`config.mk`:
```
export PLATFORM = sky130hd
export DESIGN_NAME = fusion_col_accum
export DESIGN_NICKNAME = d
export VERILOG_FILES = /design/src/rtl/fusion_pkg.sv /design/src/rtl/fusion_col_accum_lane.sv /design/src/rtl/fusion_col_accum.sv
export SDC_FILE = /design/constraint.sdc
export NUM_CORES = 1
export LEC_CHECK = 0
export CORE_UTILIZATION = 25
export CTS_CLUSTER_DIAMETER = 40
export CTS_CLUSTER_SIZE = 40
export DETAILED_ROUTE_END_ITERATION = 10
export GPL_TIMING_DRIVEN = 0
export SETUP_SLACK_MARGIN = 0.2
export SYNTH_ARGS = -nofsm -noshare
export SYNTH_HDL_FRONTEND = slang
export SYNTH_HIERARCHICAL = 1
export SYNTH_SLANG_ARGS = --single-unit
```
`constraint.sdc`:
```
create_clock -name clk -period 5.3 [get_ports clk]
set_input_delay 0.795 -clock clk [delete_from_list [all_inputs] [get_ports clk]]
set_output_delay 0.795 -clock clk [all_outputs]
set_load 0.02 [all_outputs]
```
`src/rtl/fusion_pkg.sv`:
```
// Shared definitions for the fusion column: weight-width modes, lane counts and FSM states.
package fusion_pkg;

  localparam int COL_WIDTH_DEF = 13;

  localparam logic [3:0] MODE_W8 = 4'b1000;
  localparam logic [3:0] MODE_W4 = 4'b0100;

  localparam int LANES_W8  = 1;
  localparam int LANES_W4  = 2;
  localparam int LANES_W2  = 4;
  localparam int MAX_LANES = 4;

  typedef enum logic [1:0] {IDLE, ACCUM, DRAIN} state_e;
  typedef enum logic [1:0] {LANES_1, LANES_2, LANES_4} lanes_e;

  // 4'b00xx selects the narrowest weights, i.e. four lanes.
  function automatic logic mode_legal(input logic [3:0] ww);
    return (ww == MODE_W8) || (ww == MODE_W4) || (ww[3:2] == 2'b00);
  endfunction

  function automatic lanes_e mode_lanes(input logic [3:0] ww);
    if (ww == MODE_W8) return LANES_1;
    if (ww == MODE_W4) return LANES_2;
    return LANES_4;
  endfunction

endpackage

```
`src/rtl/fusion_col_accum_lane.sv`:
```
// One wide accumulator lane: wrap-around add with clear, enable and sticky overflow flag.
module accum_lane #(
  parameter int ACC_WIDTH = 64
) (
  input  logic                 clk,
  input  logic                 rst_n,
  input  logic                 clr,
  input  logic                 en,
  input  logic                 sgn,
  input  logic [ACC_WIDTH-1:0] addend,
  output logic [ACC_WIDTH-1:0] acc,
  output logic                 ovf
);

  logic [ACC_WIDTH:0] sum_wide;
  logic               ovf_now;

  function automatic logic ovf_detect(input logic [ACC_WIDTH-1:0] a,
                                      input logic [ACC_WIDTH-1:0] b,
                                      input logic [ACC_WIDTH:0]   s,
                                      input logic                 is_signed);
    logic signed [ACC_WIDTH-1:0] sa;
    logic signed [ACC_WIDTH-1:0] sb;
    logic signed [ACC_WIDTH-1:0] ss;
    sa = a;
    sb = b;
    ss = s[ACC_WIDTH-1:0];
    if (is_signed)
      return ((sa < 0) == (sb < 0)) && ((ss < 0) != (sa < 0));
    return s[ACC_WIDTH];
  endfunction

  assign sum_wide = {1'b0, acc} + {1'b0, addend};
  assign ovf_now  = ovf_detect(acc, addend, sum_wide, sgn);

  always_ff @(posedge clk or negedge rst_n) begin
    if (!rst_n) begin
      acc <= '0;
      ovf <= 1'b0;
    end else if (clr) begin
      acc <= '0;
      ovf <= 1'b0;
    end else if (en) begin
      acc <= sum_wide[ACC_WIDTH-1:0];
      ovf <= ovf | ovf_now;
    end
  end

endmodule

```
`src/rtl/fusion_col_accum.sv`:
```
// Column output accumulator: splits the psum bus into lanes, accumulates a job of passes,
// and hands the wide per-lane sums to the output buffer over valid/ready.
module fusion_col_accum
  import fusion_pkg::*;
#(
  parameter int COL_WIDTH = COL_WIDTH_DEF,
  parameter int ACC_WIDTH = 64,
  parameter int CNT_WIDTH = 8
) (
  input  logic                       clk,
  input  logic                       rst_n,
  input  logic                       start,
  input  logic [CNT_WIDTH-1:0]       num_passes,
  input  logic [3:0]                 weight_width,
  input  logic                       s_mode,
  input  logic                       psum_valid,
  input  logic [4*COL_WIDTH-1:0]     psum_in,
  output logic                       out_valid,
  input  logic                       out_ready,
  output logic [4*ACC_WIDTH-1:0]     out_data,
  output logic                       out_ovf,
  output logic                       busy,
  output logic                       cfg_err,
  output logic                       psum_drop
);

  localparam int BUS_W = 4*COL_WIDTH;

  state_e               state_q, state_d;
  lanes_e               lanes_q, lanes_d;
  logic                 sign_q, sign_d;
  logic [CNT_WIDTH-1:0] cnt_q, cnt_d;
  logic                 out_valid_d, busy_d, cfg_err_d, psum_drop_d;
  logic                 acc_clr, acc_en;

  logic [ACC_WIDTH-1:0] addend   [MAX_LANES];
  logic [ACC_WIDTH-1:0] lane_acc [MAX_LANES];
  logic [MAX_LANES-1:0] lane_ovf;

  // Field occupies the low 'bits' of a zero-filled bus word.
  function automatic logic [ACC_WIDTH-1:0] extend(input logic [BUS_W-1:0] field,
                                                  input int unsigned      bits,
                                                  input logic             sgn);
    logic signed [BUS_W-1:0] t;
    int unsigned             sh;
    sh = BUS_W - bits;
    if (!sgn) return ACC_WIDTH'(field);
    t = $signed(field << sh) >>> sh;
    return ACC_WIDTH'(t);
  endfunction

  always_comb begin
    for (int k = 0; k < MAX_LANES; k++) addend[k] = '0;
    case (lanes_q)
      LANES_1: addend[0] = extend(psum_in, BUS_W, sign_q);
      LANES_2: begin
        addend[0] = extend(BUS_W'(psum_in[2*COL_WIDTH-1:0]), 2*COL_WIDTH, sign_q);
        addend[1] = extend(BUS_W'(psum_in[4*COL_WIDTH-1:2*COL_WIDTH]), 2*COL_WIDTH, sign_q);
      end
      default: begin
        for (int k = 0; k < MAX_LANES; k++)
          addend[k] = extend(BUS_W'(psum_in[COL_WIDTH*k +: COL_WIDTH]), COL_WIDTH, sign_q);
      end
    endcase
  end

  always_comb begin
    state_d     = state_q;
    lanes_d     = lanes_q;
    sign_d      = sign_q;
    cnt_d       = cnt_q;
    out_valid_d = out_valid;
    cfg_err_d   = 1'b0;
    psum_drop_d = 1'b0;
    acc_clr     = 1'b0;
    acc_en      = 1'b0;
    case (state_q)
      IDLE: begin
        psum_drop_d = psum_valid;
        if (start) begin
          if (num_passes == '0 || !mode_legal(weight_width)) begin
            cfg_err_d = 1'b1;
          end else begin
            acc_clr = 1'b1;
            lanes_d = mode_lanes(weight_width);
            sign_d  = s_mode;
            cnt_d   = num_passes;
            state_d = ACCUM;
          end
        end
      end
      ACCUM: begin
        if (psum_valid) begin
          acc_en = 1'b1;
          cnt_d  = cnt_q - CNT_WIDTH'(1);
          if (cnt_q == CNT_WIDTH'(1)) begin
            state_d     = DRAIN;
            out_valid_d = 1'b1;
          end
        end
      end
      DRAIN: begin
        psum_drop_d = psum_valid;
        if (out_ready) begin
          out_valid_d = 1'b0;
          state_d     = IDLE;
        end
      end
      default: state_d = IDLE;
    endcase
    busy_d = (state_d != IDLE);
  end

  always_ff @(posedge clk or negedge rst_n) begin
    if (!rst_n) begin
      state_q   <= IDLE;
      lanes_q   <= LANES_1;
      sign_q    <= 1'b0;
      cnt_q     <= '0;
      out_valid <= 1'b0;
      busy      <= 1'b0;
      cfg_err   <= 1'b0;
      psum_drop <= 1'b0;
    end else begin
      state_q   <= state_d;
      lanes_q   <= lanes_d;
      sign_q    <= sign_d;
      cnt_q     <= cnt_d;
      out_valid <= out_valid_d;
      busy      <= busy_d;
      cfg_err   <= cfg_err_d;
      psum_drop <= psum_drop_d;
    end
  end

  // Accumulators only move in ACCUM, so out_data is naturally held through DRAIN.
  for (genvar k = 0; k < MAX_LANES; k++) begin : g_lane
    accum_lane #(.ACC_WIDTH(ACC_WIDTH)) u_lane (
      .clk    (clk),
      .rst_n  (rst_n),
      .clr    (acc_clr),
      .en     (acc_en),
      .sgn    (sign_q),
      .addend (addend[k]),
      .acc    (lane_acc[k]),
      .ovf    (lane_ovf[k])
    );
    assign out_data[ACC_WIDTH*k +: ACC_WIDTH] = lane_acc[k];
  end

  assign out_ovf = |lane_ovf;

endmodule

```
==> results.md <==
- Status: finished clean
- WL final: 112000 µm
- Clk Tree Root Cell: clkbuf_16
- CP peak stage delay: 960 ps
- Die X: 333 µm
- Mapped Avg Cell Area: 8.08 µm²
- CTS tree: built
- Worst setup EP type: flip-flop
- Worst Path Required: 5870 ps
- Max IR drop VDD: 346 µV
- Mapped cell area: 27400 µm²
- First-pass GRT wire length: about 170000 µm
- Multi-input combinational cell area: 19400 µm²
- Kind of critical path: input pin to flip-flop
- CTS Buf Count: 82
- Area leader, netlist: dfrtp_1
- Clock sinks: 277
- Design Area, Final: 35700 µm²
- Min Tclk post-route: 5040 ps
- Final setup vio count: 0
- Die Y: about 330 µm
- Main synth FF type: dfrtp_1
- Die area: ~110000 µm²
- Vias: 28300
- Syn Nets: 3721
- Clock Skew: 33.2 ps
- FILL cells: 11400
- R2r startpoint: sign_q
- Worst-path cell chain: clkdlybuf4s50_1, mux2i_1, nor3_2, buf_6, clkbuf_1, clkinv_1, nor2_1, inv_1, or3_1, nand3_1
- Worst reg2reg endpoint: g_lane[0].u_lane/ovf
- Port Buf Inserts: 330
- DRT iter0 DRCs: 2342
- Final Instance Count excl. Fillers: about 5300
- Initial core utilization: 25.2%
- Nets@finish: 4141
- Vias per Instance: 5.34
- Drt pass-1 iters: 5
- Worst-path clk slew: 40 ps
- Total GRT Usage: 19.4%
- DRC violations left: 0
- Dpl hpwl: 87500 µm
- Layout cells sized above 1: 7.37%
- Slew @ Worst Pin: roughly 1100 ps
- Cells after Synth: 3389
- Headroom to the max-slew limit: 25.1%
- Synthesized flop and latch total: 277
- Fmax: 198 MHz
- Placed Instance Area: 32600 µm²
- Avg WL per Cell: between 20 and 25 µm
- Commonest cells post-synth: 341 x nor2_1, 335 x a21oi_1, 290 x nand2_1
- ANT nets after route: 0
- Syn. warnings: 6
- H-tree Lvls: 3
- Initial antenna violation count: 12
- Top cells by area, synth: dfrtp_1 25%, ha_1 12%, a21oi_1 6.1%
- I/O pin cnt: 331
- Async SR Flop Fraction: 100%
- # hold bufs at CTS: 0
- CTS Buffer Depth: 3
- Core region area: 109000 µm²
- Min setup slack post-route: ~260 ps
- Final Max Slew Viols: 0
- Placed insts: 5138
- Rows: 121
- Worst reg2reg path depth: 13
- Area share of the largest cell type after synthesis: 25.3%
- Worst-skew pair later-pin latency: between 600 and 700 ps
- Leakage: around 16 nW
- Post-synth cell types: between 100 and 150
- RSZ-0062 raised after global routing: no
- Final worst-path cycle share: 95.1%
- GP Congestion: ~0.94
- Largest net degree at the start of global routing: approximately 110
- PwrDens: 722 nW/µm²
- HP Class: input pin to asynchronous set/reset pin
- Most common cell in the netlist: nor2_1
- CP arrival: ~5600 ps
- Launch point of the critical path: psum_valid
- Worst setup path endpoint: g_lane[1].u_lane/acc[51]
- Number of flops mapped to enable cells by yosys: 0
- Post-layout utilization of the core: between 30% and 40%
- Area growth syn-to-layout: 30.3%
- Storage cell area: 6940 µm²
- Sequential-to-total area share from yosys stat: 25.3%
- Max cap viols: 0
- Crit-path slowest cell: nor2_1
- Setup TNS: 0 ps
- Final Hold Viols: 0
- CP Max Fanout: 10
- CP Launch Type: input pin
- Gr ovfl total: 0
- Reg2Reg Setup Slack: between 300 and 400 ps
- Pre-CTS WS: -552 ps
- Post-CTS Setup Inserts: 0
- Number of global-route vias before repair: 27400
[state kept, by name (all words and copies together) (netlist names)]
name               flops
sign_q                 1
cfg_err                1
state_q                2
out_valid              1
psum_drop              1
lanes_q                2
g_lane.u_lane/ovf      4
cnt_q                  8
g_lane.u_lane/acc    256
busy                   1
[per-layer routing]
metal,global-route usage (%),wire length [µm],part of all wire [%],vias up
li1,-,-,-,13500
met4,9.03,4890,4.4,12
met2,29.6,48200,43,987
met5,0,80,0.072,-
met3,4.76,8970,8.0,207
met1,25.6,49500,44,13600
[how the worst min path moves through the flow]
stage               cells past startpoint  slack [ps]        to
CTS                                     1         230  cnt_q[5]
global route                            1         250  cnt_q[3]
detailed placement                      1         490  cnt_q[5]
floorplan                               1         460  cnt_q[5]
global placement                        1         490  cnt_q[5]
finish                                  1         200  cnt_q[3]
[cell families (layout without fill, tap and decap cells)]
logic type,after synthesis,after routing,share of synthesized area (%)
AO/OA/AOI/OAI,1171,1171,28.3
XOR/XNOR,198,198,6.33
adder cells (fa/ha/maj),262,262,12.1
buffers and inverters,265,753,3.94
flip-flops,277,277,25.3
multiplexers,138,138,5.06
other,0,3,0
AND/OR/NAND/NOR,1078,1079,19.0
[metrics by stage]
stage	power [W]	hold WS, ps
final	0.0258	198
after global routing	0.0276	255
after CTS	0.0257	233
after detailed placement	0.0200	490
after global placement	0.0199	486
after floorplan	0.0145	458
[power breakdown]
| part | leakage, nW | internal (W) | switching [W] |
|---|---|---|---|
| sequential | 3.44 | 0.00314 | 0.00114 |
| clock | 1.46 | 0.00386 | 0.00164 |
| combinational | 11.2 | 0.00628 | 0.00970 |
| total | 16.1 | 0.0133 | 0.0125 |
[worst max-delay path, delay by kind of cell]
family / cells / cell delay, ps
buffers and inverters: 5 / 2400
AND/OR/NAND/NOR: 4 / 2250
multiplexers: 1 / 140
[layout by cell type (no fill, tap or decap), drive strengths merged, types with 12 or more instances in the layout]
cell / n
a211oi: 43
a21o: 175
a21oi: 340
a221o: 14
a22o: 31
a31o: 13
a31oi: 46
a41oi: 17
and2: 44
and3: 45
buf: 55
bufinv: 18
clkbuf: 217
clkdlybuf4s50: 328
clkinv: 20
dfrtp: 277
ha: 258
inv: 103
mux2i: 135
nand2: 293
nand3: 91
nand3b: 15
nand4: 66
nor2: 342
nor2b: 22
nor3: 43
nor4: 18
o2111ai: 12
o211ai: 26
o21a: 27
o21ai: 244
o21bai: 50
o31ai: 17
or3: 26
or4: 12
xnor2: 115
xor2: 83
[repair_timing]
item                       in CTS  in global routing
setup endpoints to repair      45                 26
gates cloned                    0                  1
pin swaps                       1                  0
resized for setup               4                 10
[area by class of cell]
type / count / area share, %
Antenna cell: 3 / 0.0210
Clock inverter: 51 / 2.36
Buffer: 164 / 1.98
Clock buffer: 102 / 6.24
Inverter: 101 / 1.06
Multi-Input combinational cell: 2848 / 54.4
Timing Repair Buffer: 335 / 9.57
Sequential cell: 277 / 19.4
Tap cell: 1414 / 4.96
Power figures use the tool's default switching activity.
